--- config.mk ---
export PLATFORM = sky130hd
export DESIGN_NAME = apu_pulse_sequencer_flat
export DESIGN_NICKNAME = d
export VERILOG_FILES = /design/src/rtl/apu_pkg.sv /design/src/rtl/apu_pulse_sequencer_if.sv /design/src/rtl/apu_stream_out.sv /design/src/rtl/apu_pulse_sequencer.sv /design/src/flat_wrapper.sv
export SDC_FILE = /design/constraint.sdc
export NUM_CORES = 1
export LEC_CHECK = 0
export CAP_MARGIN = 20
export CORE_MARGIN = 1
export CORE_UTILIZATION = 59
export DETAILED_ROUTE_END_ITERATION = 8
export GPL_ROUTABILITY_DRIVEN = 0
export PLACE_DENSITY_LB_ADDON = 0.12
export SYNTH_ARGS = -nofsm -noshare
export SYNTH_HDL_FRONTEND = slang
export SYNTH_SLANG_ARGS = --single-unit
--- constraint.sdc ---
create_clock -name clk -period 3 [get_ports clk]
set_input_delay 0.45 -clock clk [delete_from_list [all_inputs] [get_ports clk]]
set_output_delay 0.45 -clock clk [all_outputs]
set_load 0.01 [all_outputs]
--- src/rtl/apu_pkg.sv ---
// Shared APU types: pattern entry layout and the sequencer state encoding.
package apu_pkg;

    localparam int PERIOD_W = 11;
    localparam int DUTY_W   = 2;

    typedef logic [PERIOD_W-1:0] period_t;
    typedef logic [DUTY_W-1:0]   duty_t;

    typedef struct packed {
        period_t period;
        duty_t   duty;
    } pattern_t;

    typedef enum logic [1:0] {
        IDLE,
        ISSUE,
        WAIT
    } state_t;

endpackage

--- src/rtl/apu_pulse_sequencer_if.sv ---
// Host configuration plus the period/duty valid-ready streams of one pulse channel.
interface apu_pulse_sequencer_if #(
    parameter int DEPTH   = 8,
    parameter int TEMPO_W = 16
);
    import apu_pkg::*;

    localparam int IDX_W = $clog2(DEPTH);

    // Host side: pattern table writes and run control
    logic               cfg_we;
    logic [IDX_W-1:0]   cfg_addr;
    period_t            cfg_period;
    duty_t              cfg_duty;
    logic [IDX_W-1:0]   last_idx;
    logic [TEMPO_W-1:0] tempo;
    logic               run;

    // Channel side: two independent configuration streams
    period_t            period;
    logic               period_vld;
    logic               period_rdy;
    duty_t              duty;
    logic               duty_vld;
    logic               duty_rdy;

    // Status
    logic [IDX_W-1:0]   step_idx;
    logic               busy;
    logic               overrun;

    // The sequencer drives the streams and status
    modport master (
        input  cfg_we, cfg_addr, cfg_period, cfg_duty, last_idx, tempo, run,
        input  period_rdy, duty_rdy,
        output period, period_vld, duty, duty_vld,
        output step_idx, busy, overrun
    );

    // The host/channel environment around the sequencer
    modport slave (
        output cfg_we, cfg_addr, cfg_period, cfg_duty, last_idx, tempo, run,
        output period_rdy, duty_rdy,
        input  period, period_vld, duty, duty_vld,
        input  step_idx, busy, overrun
    );

endinterface

--- src/rtl/apu_stream_out.sv ---
// Single valid/ready output stage: loads a beat, holds it stable until it transfers.
module apu_stream_out #(
    parameter int W = 8
) (
    input  logic         clk,
    input  logic         rst_n,
    input  logic         i_load,
    input  logic [W-1:0] i_data,
    input  logic         i_rdy,
    output logic [W-1:0] o_data,
    output logic         o_vld,
    output logic         o_done
);

    logic         r_vld;
    logic [W-1:0] r_data;

    // Hold register: a load raises vld, a transfer (vld & rdy) drops it on the next cycle
    // NOTE: state registers use non-blocking assignments so every flop samples pre-edge values.
    always_ff @(posedge clk or negedge rst_n) begin
        if (!rst_n) begin
            r_vld  <= 1'b0;
            r_data <= '0;
        end else if (i_load) begin
            r_vld  <= 1'b1;
            r_data <= i_data;
        end else if (r_vld && i_rdy) begin
            r_vld  <= 1'b0;
        end
    end

    assign o_data = r_data;
    assign o_vld  = r_vld;
    // Beat is finished by the end of this cycle: already gone, or transferring now
    assign o_done = !r_vld || i_rdy;

endmodule

--- src/rtl/apu_pulse_sequencer.sv ---
// Step sequencer: issues one {period, duty} pattern entry per tempo step to a pulse channel.
module apu_pulse_sequencer
    import apu_pkg::*;
#(
    parameter int DEPTH   = 8,
    parameter int TEMPO_W = 16
) (
    input  logic                  clk,
    input  logic                  rst_n,
    apu_pulse_sequencer_if.master bus
);

    localparam int IDX_W = $clog2(DEPTH);

    pattern_t           r_mem [DEPTH];
    state_t             r_state;
    state_t             w_state_nxt;
    logic [TEMPO_W-1:0] r_cnt;
    logic [TEMPO_W-1:0] w_cnt_nxt;
    logic [TEMPO_W-1:0] w_cnt_inc;
    logic [TEMPO_W-1:0] w_limit;
    logic [IDX_W-1:0]   r_step_idx;
    logic [IDX_W-1:0]   w_step_idx_nxt;
    logic [IDX_W-1:0]   w_adv_idx;
    logic [IDX_W-1:0]   w_load_idx;
    logic               r_overrun;
    logic               w_overrun_set;
    logic               w_load;
    logic               w_step_end;
    logic               w_period_done;
    logic               w_duty_done;
    logic               w_all_done;
    pattern_t           w_load_entry;

    // Pattern table: host writes are accepted in every state
    // NOTE: the table has no reset; its contents are don't-care until the host loads it.
    always_ff @(posedge clk) begin
        if (bus.cfg_we) begin
            r_mem[bus.cfg_addr] <= '{period: bus.cfg_period, duty: bus.cfg_duty};
        end
    end

    assign w_load_entry = r_mem[w_load_idx];
    // A tempo of zero behaves as a one-clock step
    assign w_limit      = (bus.tempo == '0) ? '0 : bus.tempo - TEMPO_W'(1);
    assign w_cnt_inc    = (&r_cnt) ? r_cnt : r_cnt + TEMPO_W'(1);
    // Indices past a lowered last_idx also wrap to entry 0
    assign w_adv_idx    = (r_step_idx >= bus.last_idx) ? '0 : r_step_idx + IDX_W'(1);
    assign w_all_done   = w_period_done && w_duty_done;

    // Next-state logic: issue entry, wait out the tempo, then advance or stop
    // NOTE: every signal gets a default first so no path leaves it unassigned (no latches).
    always_comb begin
        w_state_nxt    = r_state;
        w_cnt_nxt      = r_cnt;
        w_step_idx_nxt = r_step_idx;
        w_load         = 1'b0;
        w_load_idx     = r_step_idx;
        w_overrun_set  = 1'b0;
        w_step_end     = 1'b0;

        case (r_state)
            IDLE: begin
                if (bus.run) begin
                    w_state_nxt = ISSUE;
                    w_cnt_nxt   = '0;
                    w_load      = 1'b1;
                end
            end
            ISSUE: begin
                w_cnt_nxt = w_cnt_inc;
                if (!w_all_done && (r_cnt >= w_limit)) begin
                    w_overrun_set = 1'b1;
                end
                // A beat finishing in the very first issue cycle still needs its
                // vld-low cycle, so that case always passes through WAIT.
                if (w_all_done) begin
                    if ((r_cnt >= w_limit) && (r_cnt != '0)) begin
                        w_step_end = 1'b1;
                    end else begin
                        w_state_nxt = WAIT;
                    end
                end
            end
            WAIT: begin
                w_cnt_nxt = w_cnt_inc;
                if (r_cnt >= w_limit) begin
                    w_step_end = 1'b1;
                end
            end
            default: begin
                w_state_nxt = IDLE;
            end
        endcase

        // Common step-end handling for both the ISSUE and WAIT exits
        if (w_step_end) begin
            if (bus.run) begin
                w_state_nxt    = ISSUE;
                w_cnt_nxt      = '0;
                w_step_idx_nxt = w_adv_idx;
                w_load         = 1'b1;
                w_load_idx     = w_adv_idx;
            end else begin
                w_state_nxt    = IDLE;
                w_step_idx_nxt = '0;
            end
        end
    end

    // State, tempo counter, step index and sticky overrun flag
    always_ff @(posedge clk or negedge rst_n) begin
        if (!rst_n) begin
            r_state    <= IDLE;
            r_cnt      <= '0;
            r_step_idx <= '0;
            r_overrun  <= 1'b0;
        end else begin
            r_state    <= w_state_nxt;
            r_cnt      <= w_cnt_nxt;
            r_step_idx <= w_step_idx_nxt;
            if (w_overrun_set) begin
                r_overrun <= 1'b1;
            end
        end
    end

    apu_stream_out #(.W($bits(period_t))) u_period_out (
        .clk    (clk),
        .rst_n  (rst_n),
        .i_load (w_load),
        .i_data (w_load_entry.period),
        .i_rdy  (bus.period_rdy),
        .o_data (bus.period),
        .o_vld  (bus.period_vld),
        .o_done (w_period_done)
    );

    apu_stream_out #(.W($bits(duty_t))) u_duty_out (
        .clk    (clk),
        .rst_n  (rst_n),
        .i_load (w_load),
        .i_data (w_load_entry.duty),
        .i_rdy  (bus.duty_rdy),
        .o_data (bus.duty),
        .o_vld  (bus.duty_vld),
        .o_done (w_duty_done)
    );

    assign bus.step_idx = r_step_idx;
    assign bus.busy     = (r_state != IDLE);
    assign bus.overrun  = r_overrun;

endmodule

--- src/flat_wrapper.sv ---
// flat-port wrapper written by rule: the top's interface ports become plain ports
module apu_pulse_sequencer_flat import apu_pkg::*;
#(
    parameter int DEPTH   = 8,
    parameter int TEMPO_W = 16
)
  (clk, rst_n, bus_cfg_we, bus_cfg_addr, bus_cfg_period, bus_cfg_duty, bus_last_idx, bus_tempo, bus_run, bus_period_rdy, bus_duty_rdy, bus_period, bus_period_vld, bus_duty, bus_duty_vld, bus_step_idx, bus_busy, bus_overrun);
  apu_pulse_sequencer_if #(.DEPTH(DEPTH), .TEMPO_W(TEMPO_W)) bus_i ();
  input  logic clk;
  input  logic rst_n;
  input wire logic [$bits(bus_i.cfg_we)-1:0] bus_cfg_we;
  input wire logic [$bits(bus_i.cfg_addr)-1:0] bus_cfg_addr;
  input wire logic [$bits(bus_i.cfg_period)-1:0] bus_cfg_period;
  input wire logic [$bits(bus_i.cfg_duty)-1:0] bus_cfg_duty;
  input wire logic [$bits(bus_i.last_idx)-1:0] bus_last_idx;
  input wire logic [$bits(bus_i.tempo)-1:0] bus_tempo;
  input wire logic [$bits(bus_i.run)-1:0] bus_run;
  input wire logic [$bits(bus_i.period_rdy)-1:0] bus_period_rdy;
  input wire logic [$bits(bus_i.duty_rdy)-1:0] bus_duty_rdy;
  output wire logic [$bits(bus_i.period)-1:0] bus_period;
  output wire logic [$bits(bus_i.period_vld)-1:0] bus_period_vld;
  output wire logic [$bits(bus_i.duty)-1:0] bus_duty;
  output wire logic [$bits(bus_i.duty_vld)-1:0] bus_duty_vld;
  output wire logic [$bits(bus_i.step_idx)-1:0] bus_step_idx;
  output wire logic [$bits(bus_i.busy)-1:0] bus_busy;
  output wire logic [$bits(bus_i.overrun)-1:0] bus_overrun;
  assign bus_i.cfg_we = bus_cfg_we;
  assign bus_i.cfg_addr = bus_cfg_addr;
  assign bus_i.cfg_period = bus_cfg_period;
  assign bus_i.cfg_duty = bus_cfg_duty;
  assign bus_i.last_idx = bus_last_idx;
  assign bus_i.tempo = bus_tempo;
  assign bus_i.run = bus_run;
  assign bus_i.period_rdy = bus_period_rdy;
  assign bus_i.duty_rdy = bus_duty_rdy;
  assign bus_period = bus_i.period;
  assign bus_period_vld = bus_i.period_vld;
  assign bus_duty = bus_i.duty;
  assign bus_duty_vld = bus_i.duty_vld;
  assign bus_step_idx = bus_i.step_idx;
  assign bus_busy = bus_i.busy;
  assign bus_overrun = bus_i.overrun;
  apu_pulse_sequencer #(.DEPTH(DEPTH), .TEMPO_W(TEMPO_W)) u_core (.clk(clk), .rst_n(rst_n), .bus(bus_i));
endmodule
==> results of run 1 <==
-- worst reg2reg max path, stage by stage (launching register included) --
cell and delay, ns:
dfrtp_1 0.43, ha_1 0.35, nand4_1 0.15, nor3_2 0.07, a221o_1 0.41, o311ai_4 0.34
buf_6 0.20, mux2i_4 0.32, o21ai_4 0.15, a31o_2 0.25, o211ai_2 0.13
-- stage by stage --
step / area, um^2 / cells / setup TNS [ns] / power (mW) / worst slack [ns]
3_3_place_gp: 8837 / 919 / -51.58 / 5.023 / -1.718
4_1_cts: 9829 / 968 / -24.88 / 7.331 / -0.8709
2_1_floorplan: 7507 / 636 / -27.28 / 4.086 / -0.9419
6_report: 10020 / 967 / -25.72 / 7.540 / -0.9258
5_1_grt: 10020 / 967 / -30.70 / 7.846 / -1.084
3_5_place_dp: 8837 / 919 / -56.05 / 5.134 / -1.864
-- metal layers --
layer  up-vias  share of wire, %
li1       2765                 -
met1      2991                37
met2       307                52
met3        84               6.7
met4         0               4.5
met5         -                 0
-- power by group --
group | leakage, nW | internal [mW] | switching [mW] | total [mW]
sequential | 1.42 | 2.32 | 0.165 | 2.49
combinational | 2.14 | 1.34 | 1.68 | 3.02
clock | 0.279 | 1.23 | 0.804 | 2.03
-- cell families (layout without fill, tap and decap cells) --
logic type / count (synthesis) / after routing / synth area share (%)
and+or+nand+nor: 202 / 202 / 14.24
AOI/OAI and AO/OA: 198 / 199 / 20.49
xor gates and xnor gates: 14 / 14 / 1.658
muxes: 4 / 4 / 0.5414
buffers and inverters: 49 / 211 / 3.587
DFF: 141 / 141 / 54.75
adders and majority gates: 28 / 28 / 4.737
-- Yosys cell counts, types with 6 or more instances --
cell type,number
a21oi_1,20
a31o_2,6
nand2b_1,12
a21boi_0,13
a31o_1,9
nand3_1,33
edfxtp_1,104
clkbuf_1,14
o211ai_2,11
dfrtp_1,37
nor3_1,12
and3_1,32
a211oi_1,13
buf_6,7
o21ai_1,10
nor4_1,8
buf_2,8
o211ai_1,28
inv_1,14
a22oi_2,10
xor2_1,9
o21ai_0,42
nand2_1,44
ha_1,28
nor2_1,35
-- final timing paths --
| kind | from | to | slack, ns |
|---|---|---|---|
| worst max-delay path | bus_tempo[6] | u_core.u_period_out.o_data[2]$_DFFE_PN0P_ | -0.93 |
| worst min-delay path | rst_n | u_core.r_cnt[13]$_DFF_PN0_ | 0.18 |
| worst max register to register | u_core.r_cnt[15]$_DFF_PN0_ | u_core.u_period_out.o_data[2]$_DFFE_PN0P_ | 0.10 |
| worst min register to register | u_core.bus.overrun$_DFFE_PN0P_ | u_core.bus.overrun$_DFFE_PN0P_ | 0.47 |
| max in group asynchronous | rst_n | u_core.u_period_out.o_data[4]$_DFFE_PN0P_ | 2.24 |
| min in group clk | u_core.bus.overrun$_DFFE_PN0P_ | u_core.bus.overrun$_DFFE_PN0P_ | 0.47 |
-- state kept, by name, indices dropped and copies added, names as in the netlist --
signal / flops
u_core.u_duty_out.o_data: 2
u_core.r_mem: 104
u_core.u_period_out.o_data: 11
u_core.r_state: 2
u_core.u_duty_out.o_vld: 1
u_core.bus.overrun: 1
u_core.u_period_out.o_vld: 1
u_core.bus.step_idx: 3
u_core.r_cnt: 16
-- layout make-up --
class                           count  share of cell area (%)
Clock buffer                       19                   4.322
Tap cell                          168                   2.099
Clock inverter                     13                   1.399
Sequential cell                   141                   40.42
Inverter                           15                  0.5621
Multi-Input combinational cell    447                   35.73
Timing Repair Buffer              164                   15.47
-- repair_timing --
| item | 4_1_cts | 5_1_grt |
|---|---|---|
| hold buffers | 0 | 0 |
| gates cloned | 1 | 0 |
| pin swaps | 19 | 14 |
| buffers inserted | 17 | 1 |
| endpoints found under the setup margin | 37 | 37 |
| gates resized for setup | 93 | 42 |
==> run summary, run 1 <==
status: finished, violations left
failing checks: negative setup slack
CTS sink count: 141
initial antenna violation count: 0
vias in the first global route: 6232
DPL Wire Length: 13090 um
Die W: 114.0 um
share of layout cells above drive strength 1: 31.41%
Warnings, synthesis: 0
final net count: 855
asr flop ratio synth: 26.24%
Core Util, Final: 82.70%
worst-path maximum fanout: 7
syn avg cell area: 11.63 um^2
met3 global-route usage: 7.758%
Slew HR: 37.10%
gr ovfl total: 0
CTS tree: built
most common cell after layout, fill and taps aside: edfxtp_1
FF+latch area: 4049 um^2
Post-synth EDFFs: 104
Final Hold Vio Count: 0
WP depth: 18
Via Count: 6147
Worst setup EP type: flip-flop
detailed router's first-iteration violation count: 624
Starting Density: 61.06%
Pwr Density: 752.8 nW/um^2
slowest cell delay on critical path: 0.55 ns
Syn Nets: 705
Worst-Margin Slew: 0.9436 ns
setup violators final: 37
f_max: 0.2547 GHz
first-pass GRT wire length: 31210 um
routed wire length: 20300 um
GRT Total Usage: 32.12%
final worst-path setup slack: -0.9258 ns
Worst Path Buf+Inv: 3
clock root buffer: clkbuf_16
period utilization: 130.9%
Worst EP arrival: 4.27 ns
Synth Instances: 636
Cell variety after synth: 63
hold crit path type: in -> async
htree depth: 4
growth of design area from synthesis to finish: 35.43%
multi-input logic area: 3578 um^2
Critical Path Most Common Cell: buf_6
final number of max-transition violations: 0
post-synth top area share: 42.23%
Detail Route Antenna Nets: 0
max cap viols: 0
post-route DRC violation count: 0
GR peak layer: met2
Final Critical Period: 3.926 ns
Core Area: 12110 um^2
num ports: 61
GR Util met2: 56.61%
met1 Usage GRT: 36.14%
# diodes: 0
IO Port Bufs: 60
CP max-delay cell: or4_4
via/cell ratio: 6.357
ys flop type: edfxtp_1
LEAKAGE: 3.843 nW
fillcell total: 664
routed len/inst: 21.00 um
most frequent cells in the layout: edfxtp_1, buf_4, clkdlybuf4s50_1, nand2_1, dfrtp_1
Clock Latency Late Sink: 0.42 ns
Die H: 114.0 um
Worst-path clk slew: 0.06 ns
Rows: 40
Synth area leader: edfxtp_1
largest net degree at the start of global routing: 38
Final Skew: 0.007130 ns
minimum hold slack: 0.1803 ns
VDD IR max: 0.8071 mV
WP data required: 3.34 ns
Crit path max-delay family: compound AO/OA/AOI/OAI gates
Synth Register Bits: 141
R2R cell count: 10
startpoint types: input port
drt pass-1 iters: 5
Cell Chain, Critical Path: buf_6, or4_4, nor4_4, nand2b_1, nor2_2, nand4b_1, buf_4, nand2b_4, ha_4, nor2b_4, o211a_1, o311a_4, o311ai_4, buf_6, mux2i_4, o21ai_4, a31o_2, o211ai_2
RSZ-0062 raised after global routing: yes
Mapped Area: 7396 um^2
Num CTS Buffers: 17
clock buffer depth: 2
register area share after synthesis: 54.75%
die area: 12990 um^2
critical path type: in -> reg
top cells by area, synth: edfxtp_1, dfrtp_1, ha_1, o211ai_1, o21ai_0
Note: power is estimated with default switching activity, not from simulation.
==> inputs of run 2 (changes only) <==
--- a/config.mk
+++ b/config.mk
@@ -10,7 +10,7 @@
 export CORE_UTILIZATION = 59
 export DETAILED_ROUTE_END_ITERATION = 8
 export GPL_ROUTABILITY_DRIVEN = 0
-export PLACE_DENSITY_LB_ADDON = 0.12
+export PLACE_DENSITY = 0.81
 export SYNTH_ARGS = -nofsm -noshare
 export SYNTH_HDL_FRONTEND = slang
 export SYNTH_SLANG_ARGS = --single-unit
==> run 2 against run 1 <==
The run still ends with negative setup slack left. Count of clock-buffer cells in the layout grew 3. Die area stayed put. Sequential power is essentially flat. Non-clock buffer count increased by 12. First-iteration DRC count rose by 31%. Design area increased by 2.8%. Core utilization rose by 2.3 points. Clock skew grew 0.0065 ns. Sequential share of layout area fell by 1.1 points. Highest routed layer unchanged.
==> run summary, run 2 (synthesized netlist as in run 1, its figures left out) <==
status: finished, violations left
failing checks: negative setup slack
Final Skew: 0.01364 ns (+0.006506 ns)
Internal: 4.858 mW (-0.70%)
Core Area: 12110 um^2 (unchanged)
clock root buffer: clkbuf_16
minimum hold slack: 0.1634 ns (-0.01687 ns)
Detail Route Antenna Nets: 0 (unchanged)
clock buffer depth: 2 (unchanged)
Pwr Density: 740.3 nW/um^2 (-1.7%)
Via Count: 6555 (+6.6%)
RSZ-0062 raised after global routing: yes
growth of design area from synthesis to finish: 39.18%
detailed router's first-iteration violation count: 820 (+31%)
Worst-path clk slew: 0.07 ns (about the same)
initial antenna violation count: 0 (unchanged)
share of layout cells above drive strength 1: 35.88% (+4.5 points)
clock network power share: 25.8% (-1.1 points)
vias in the first global route: 6539 (+4.9%)
first-pass GRT wire length: 34560 um (+11%)
via/cell ratio: 6.696 (+5.3%)
WP data required: 3.35 ns (about the same)
Worst EP arrival: 4.54 ns (+0.27 ns)
Flop pwr share: 32.9% (about the same)
Clock Latency Late Sink: 0.43 ns (about the same)
GRT Total Usage: 36.03% (+3.9 points)
LEAKAGE: 3.956 nW (+2.9%)
Die H: 114.0 um (unchanged)
# diodes: 0 (unchanged)
Starting Density: 61.06% (unchanged)
Final Critical Period: 4.196 ns (+0.2706 ns)
worst-path maximum fanout: 11 (+4)
Biggest register: u_core.r_mem
Sw Pwr: 2.763 mW (+4.3%)
routed len/inst: 23.78 um (+13%)
most common cell after layout, fill and taps aside: edfxtp_1
final worst-path setup slack: -1.196 ns (-0.2706 ns)
R2R setup slack: -0.18 ns (-0.28 ns)
Sw Share: 36.25% (+1.1 points)
Slew HR: 32.89% (-4.2 points)
critical path type: in -> reg
drt pass-1 iters: 7 (+2)
most frequent cells in the layout: edfxtp_1, buf_4, clkdlybuf4s50_1, dfrtp_1, nand3_1
Final Hold Vio Count: 0 (unchanged)
DP Area: 8807 um^2 (-0.34%)
hold crit path type: in -> async
CTS tree: built
startpoint types: input port
die area: 12990 um^2 (unchanged)
setup violators final: 37 (unchanged)
f_max: 0.2383 GHz (-6.4%)
Num CTS Buffers: 17 (unchanged)
Final Cell Area: 10290 um^2 (+2.8%)
gr ovfl total: 0 (unchanged)
CTS sink count: 141 (unchanged)
DPL Wire Length: 12850 um (-1.8%)
Worst setup EP type: flip-flop
largest net degree at the start of global routing: 38 (unchanged)
IO Port Bufs: 60 (unchanged)
num ports: 61 (unchanged)
max cap viols: 0 (unchanged)
final net count: 867 (+1.4%)
final number of max-transition violations: 0 (unchanged)
period utilization: 139.9% (+9.0 points)
fillcell total: 572 (-14%)
routed wire length: 23280 um (+15%)
Die W: 114.0 um (unchanged)
post-route DRC violation count: 0 (unchanged)
Worst-Margin Slew: 1.003 ns (+0.05932 ns)
Hold Buf Count CTS: 0 (unchanged)
VDD IR max: 0.6502 mV (-19%)
Rows: 40 (unchanged)
htree depth: 4 (unchanged)
max FFs per register: 104 (unchanged)
combinational power share: 41.3% (+1.2 points)
[run 2: metrics by stage]
step | util, % | total power, mW | worst slack, ns | cells | setup TNS (ns)
global route | 84.99 | 7.882 | -1.343 | 979 | -36.13
finish | 84.99 | 7.621 | -1.196 | 979 | -31.36
detailed placement | 72.72 | 5.041 | -1.921 | 920 | -62.60
CTS | 83.42 | 7.320 | -0.9237 | 976 | -25.08
floorplan | - | 4.086 | -0.9419 | 636 | -27.28
global placement | 72.72 | 4.940 | -1.728 | 920 | -57.39
[run 2: what timing repair did]
action                                  4_1_cts  5_1_grt
resized for setup                           127       51
pin swaps                                    38       30
endpoints found under the hold margin         0        0
cloned                                        5        1
buffers inserted                             20        6
endpoints found under the setup margin       37       37
[run 2: worst paths after layout]
path,startpoint,endpoint,depth (start not counted)
min reg2reg,u_core.bus.overrun$_DFFE_PN0P_,u_core.bus.overrun$_DFFE_PN0P_,1
max in group asynchronous,rst_n,u_core.u_duty_out.o_vld$_DFFE_PN0P_,1
max,bus_tempo[6],u_core.u_period_out.o_data[6]$_DFFE_PN0P_,22
min in group clk,u_core.bus.overrun$_DFFE_PN0P_,u_core.bus.overrun$_DFFE_PN0P_,1
min,rst_n,u_core.r_cnt[7]$_DFF_PN0_,1
max reg2reg,u_core.r_cnt[11]$_DFF_PN0_,u_core.u_period_out.o_data[6]$_DFFE_PN0P_,14
[run 2: worst max-delay path, cell delays in order]
cell,delay [ns]
buf_6,0.10
or4_4,0.56
nor4_4,0.17
nand2b_1,0.13
nor2_2,0.12
buf_4,0.13
nand2_4,0.04
xnor2_2,0.15
nand2_2,0.11
ha_4,0.29
nand4_1,0.17
nor3_4,0.25
a221o_1,0.33
o311ai_4,0.13
buf_6,0.16
buf_6,0.14
o21ai_4,0.24
buf_6,0.20
buf_4,0.13
nand3_1,0.11
a31o_1,0.27
o211ai_1,0.16
[run 2: area by class of cell]
type / instances / area [um^2] / share of cell area [%]
inverter: 15 / 56.30 / 0.5470
clock buffer: 22 / 454.2 / 4.412
clock inverter: 10 / 95.09 / 0.9238
tap: 168 / 210.2 / 2.042
sequential: 141 / 4049 / 39.33
multi-input combinational: 447 / 3739 / 36.32
timing repair buffer: 176 / 1690 / 16.42
[run 2: metal layers]
layer  track usage, %  up-vias  share of wire [%]
li1                 -     2788                  -
met1            40.88     3178                 36
met2            60.53      453                 49
met3            9.989      136                9.0
met4            22.25        0                5.6
met5                0        -                  0
[run 2: power by group through the flow]
| stage | Clock [mW] | Combinational, mW | Sequential, mW |
|---|---|---|---|
| final | 1.96 | 3.15 | 2.51 |
| after global routing | 2.06 | 3.32 | 2.51 |
| after CTS | 1.95 | 2.89 | 2.48 |
| after detailed placement | 0 | 2.53 | 2.51 |
| after global placement | 0 | 2.44 | 2.50 |
| after floorplan | 0 | 1.52 | 2.57 |
==> inputs of run 3 (changes only) <==
--- a/config.mk
+++ b/config.mk
@@ -10,7 +10,7 @@
 export CORE_UTILIZATION = 59
 export DETAILED_ROUTE_END_ITERATION = 8
 export GPL_ROUTABILITY_DRIVEN = 0
-export PLACE_DENSITY = 0.81
+export PLACE_DENSITY_LB_ADDON = 0.3
 export SYNTH_ARGS = -nofsm -noshare
 export SYNTH_HDL_FRONTEND = slang
 export SYNTH_SLANG_ARGS = --single-unit
==> run 3 against run 2 <==
The run still ends with negative setup slack left. Clock power hardly changed. Sequential power hardly changed. Count of clock-buffer cells in the layout down 2. Maximum frequency up 2.6%. Via count up 0.84%. Core utilization up 0.35 points. Combinational power rose by 3%. Global-route usage about the same. Clock skew shrank 0.00091 ns. Die area did not move. Critical path type unchanged.
==> run summary, run 3 (synthesized netlist as in run 1, its figures left out) <==
status: finished, violations left
failing checks: negative setup slack
Die H: 114.0 um (unchanged)
post-route DRC violation count: 0 (unchanged)
CTS sink count: 141 (unchanged)
Worst Path Buf+Inv: 7 (+1)
Detail Route met3 WL: 2009 um (-4.3%)
Slew HR: 26.89% (-6.0 points)
Pwr Density: 742.9 nW/um^2 (+0.34%)
slowest cell delay on critical path: 0.55 ns (about the same)
Starting Density: 61.06% (unchanged)
Hold Buf Count CTS: 0 (unchanged)
minimum hold slack: 0.1669 ns (+0.003475 ns)
clock buffer depth: 2 (unchanged)
growth of design area from synthesis to finish: 39.76%
routed len/inst: 24.46 um (+2.9%)
critical path type: in -> reg
Rows: 40 (unchanged)
Critical Path Most Common Cell: buf_6
Die W: 114.0 um (unchanged)
final number of max-transition violations: 0 (unchanged)
Crit path max-delay family: simple AND/OR/NAND/NOR gates
GRT Total Usage: 36.03% (about the same)
hold crit path type: in -> async
max FFs per register: 104 (unchanged)
Core Area: 12110 um^2 (unchanged)
Worst-path clk slew: 0.06 ns (about the same)
final worst-path setup slack: -1.088 ns (+0.1083 ns)
gr ovfl total: 0 (unchanged)
Num CTS Buffers: 17 (unchanged)
clock root buffer: clkbuf_16
routed wire length: 23900 um (+2.7%)
first-pass GRT wire length: 34930 um (+1.1%)
Cell Chain, Critical Path: buf_6, or4_4, nor4_4, nand2b_1, nor2_2, nand4b_1, buf_6, buf_8, nand2_4, ha_4, nand4_1, nor3_4, a221o_1, o311ai_4, buf_6, buf_8, o21ai_4, buf_6, buf_16, and3_1, o21ai_2, o211ai_1
Worst EP arrival: 4.38 ns (-0.16 ns)
CP startpoint: bus_tempo[6]
startpoint types: input port
WP data required: 3.29 ns (-0.06 ns)
worst-path maximum fanout: 9 (-2)
detailed router's first-iteration violation count: 1068 (+30%)
WL met2: 12030 um (+4.6%)
num ports: 61 (unchanged)
Post-Route M1 WL: 8265 um (-1.3%)
Clock Latency Late Sink: 0.43 ns (about the same)
IO Port Bufs: 60 (unchanged)
drt pass-1 iters: 6 (-1)
most frequent cells in the layout: edfxtp_1, buf_4, clkdlybuf4s50_1, dfrtp_1, nand3_1
Worst setup EP type: flip-flop
Via Count: 6610 (+0.84%)
Final Skew: 0.01273 ns (-0.0009081 ns)
Placement Setup Slack: -1.922 ns (-0.001160 ns)
Detail Route Antenna Nets: 0 (unchanged)
Biggest register: u_core.r_mem
Core Util, Final: 85.34% (+0.35 points)
# diodes: 0 (unchanged)
f_max: 0.2446 GHz (+2.6%)
RSZ-0062 raised after global routing: yes
htree depth: 4 (unchanged)
most common cell after layout, fill and taps aside: edfxtp_1
LEAKAGE: 3.927 nW (-0.74%)
VDD IR max: 0.7569 mV (+16%)
largest net degree at the start of global routing: 38 (unchanged)
Final Hold Vio Count: 0 (unchanged)
via/cell ratio: 6.766 (+1.0%)
share of layout cells above drive strength 1: 36.59% (+0.71 points)
period utilization: 136.3% (-3.6 points)
Worst-Margin Slew: 1.097 ns (+0.09371 ns)
Final Critical Period: 4.088 ns (-0.1083 ns)
non-filler cells in the finished layout: 977 (-0.20%)
DP Cell Count: 912 (-0.87%)
DPL Wire Length: 13040 um (+1.5%)
setup violators final: 37 (unchanged)
max cap viols: 0 (unchanged)
r2r startpoint: u_core.r_cnt[1]$_DFF_PN0_
CP max-delay cell: or4_4
Max Used Layer: met4
final net count: 865 (-0.23%)
vias in the first global route: 6663 (+1.9%)
CTS tree: built
die area: 12990 um^2 (unchanged)
initial antenna violation count: 0 (unchanged)
==> run 3: cell count changes in the layout (fill, tap and decap cells not counted), moves of 3 or more <==
| cell | change |
|---|---|
| buf_6 | -8 |
| buf_12 | +3 |
| inv_6 | +3 |
| nor2_2 | -3 |
| nand2_4 | -4 |
| o21ai_4 | +3 |
| buf_8 | +6 |
| o21ai_2 | +3 |
| nand2_2 | +3 |
| o21ai_0 | +3 |
| dlymetal6s2s_1 | +3 |
| o21ai_1 | -8 |
==> run 3: report_power, final <==
group          leakage [nW]  internal [mW]  switching, mW
clock network         0.255           1.08          0.843
logic                  2.25           1.42           1.83
registers              1.42           2.32          0.180
total                  3.93           4.82           2.85
==> run 3: final timing paths <==
| check | to | slack [ns] | cells past startpoint |
|---|---|---|---|
| max in group asynchronous | u_core.u_period_out.o_data[8]$_DFFE_PN0P_ | 2.24 | 1 |
| worst max-delay path | u_core.u_period_out.o_data[6]$_DFFE_PN0P_ | -1.09 | 22 |
| min in group clk | u_core.bus.overrun$_DFFE_PN0P_ | 0.48 | 1 |
| worst max register to register | u_core.u_period_out.o_data[6]$_DFFE_PN0P_ | -0.13 | 15 |
| worst min-delay path | u_core.r_cnt[5]$_DFF_PN0_ | 0.17 | 1 |
| worst min register to register | u_core.bus.overrun$_DFFE_PN0P_ | 0.48 | 1 |
==> run 3: repair_timing <==
action,in CTS,in global routing
gates cloned,5,1
gates resized for setup,113,77
setup endpoints to repair,37,37
hold endpoints to repair,0,0
buffers inserted,20,11
pin swaps,45,53
==> run 3: stage by stage <==
stage / area (um^2) / power [mW] / setup TNS [ns]
2_1_floorplan: 7507 / 4.086 / -27.28
3_3_place_gp: 8772 / 4.961 / -56.08
3_5_place_dp: 8772 / 5.108 / -62.55
4_1_cts: 9957 / 7.341 / -25.15
5_1_grt: 10340 / 7.933 / -32.36
6_report: 10340 / 7.678 / -26.72
==> run 3: cell type report <==
type | instances | area [um^2]
inverter | 15 | 56.30
clock buffer | 20 | 446.7
tap | 168 | 210.2
sequential | 141 | 4049
multi-input combinational | 448 | 3792
timing repair buffer | 173 | 1693
fill | 543 | 1775
clock inverter | 12 | 88.84
==> run 3: routing by layer <==
layer / vias to the layer above / GRT usage [%]
met1: 3159 / 40.70
li1: 2778 / -
met2: 515 / 62.34
met4: 0 / 22.51
met3: 158 / 7.705
met5: - / 0
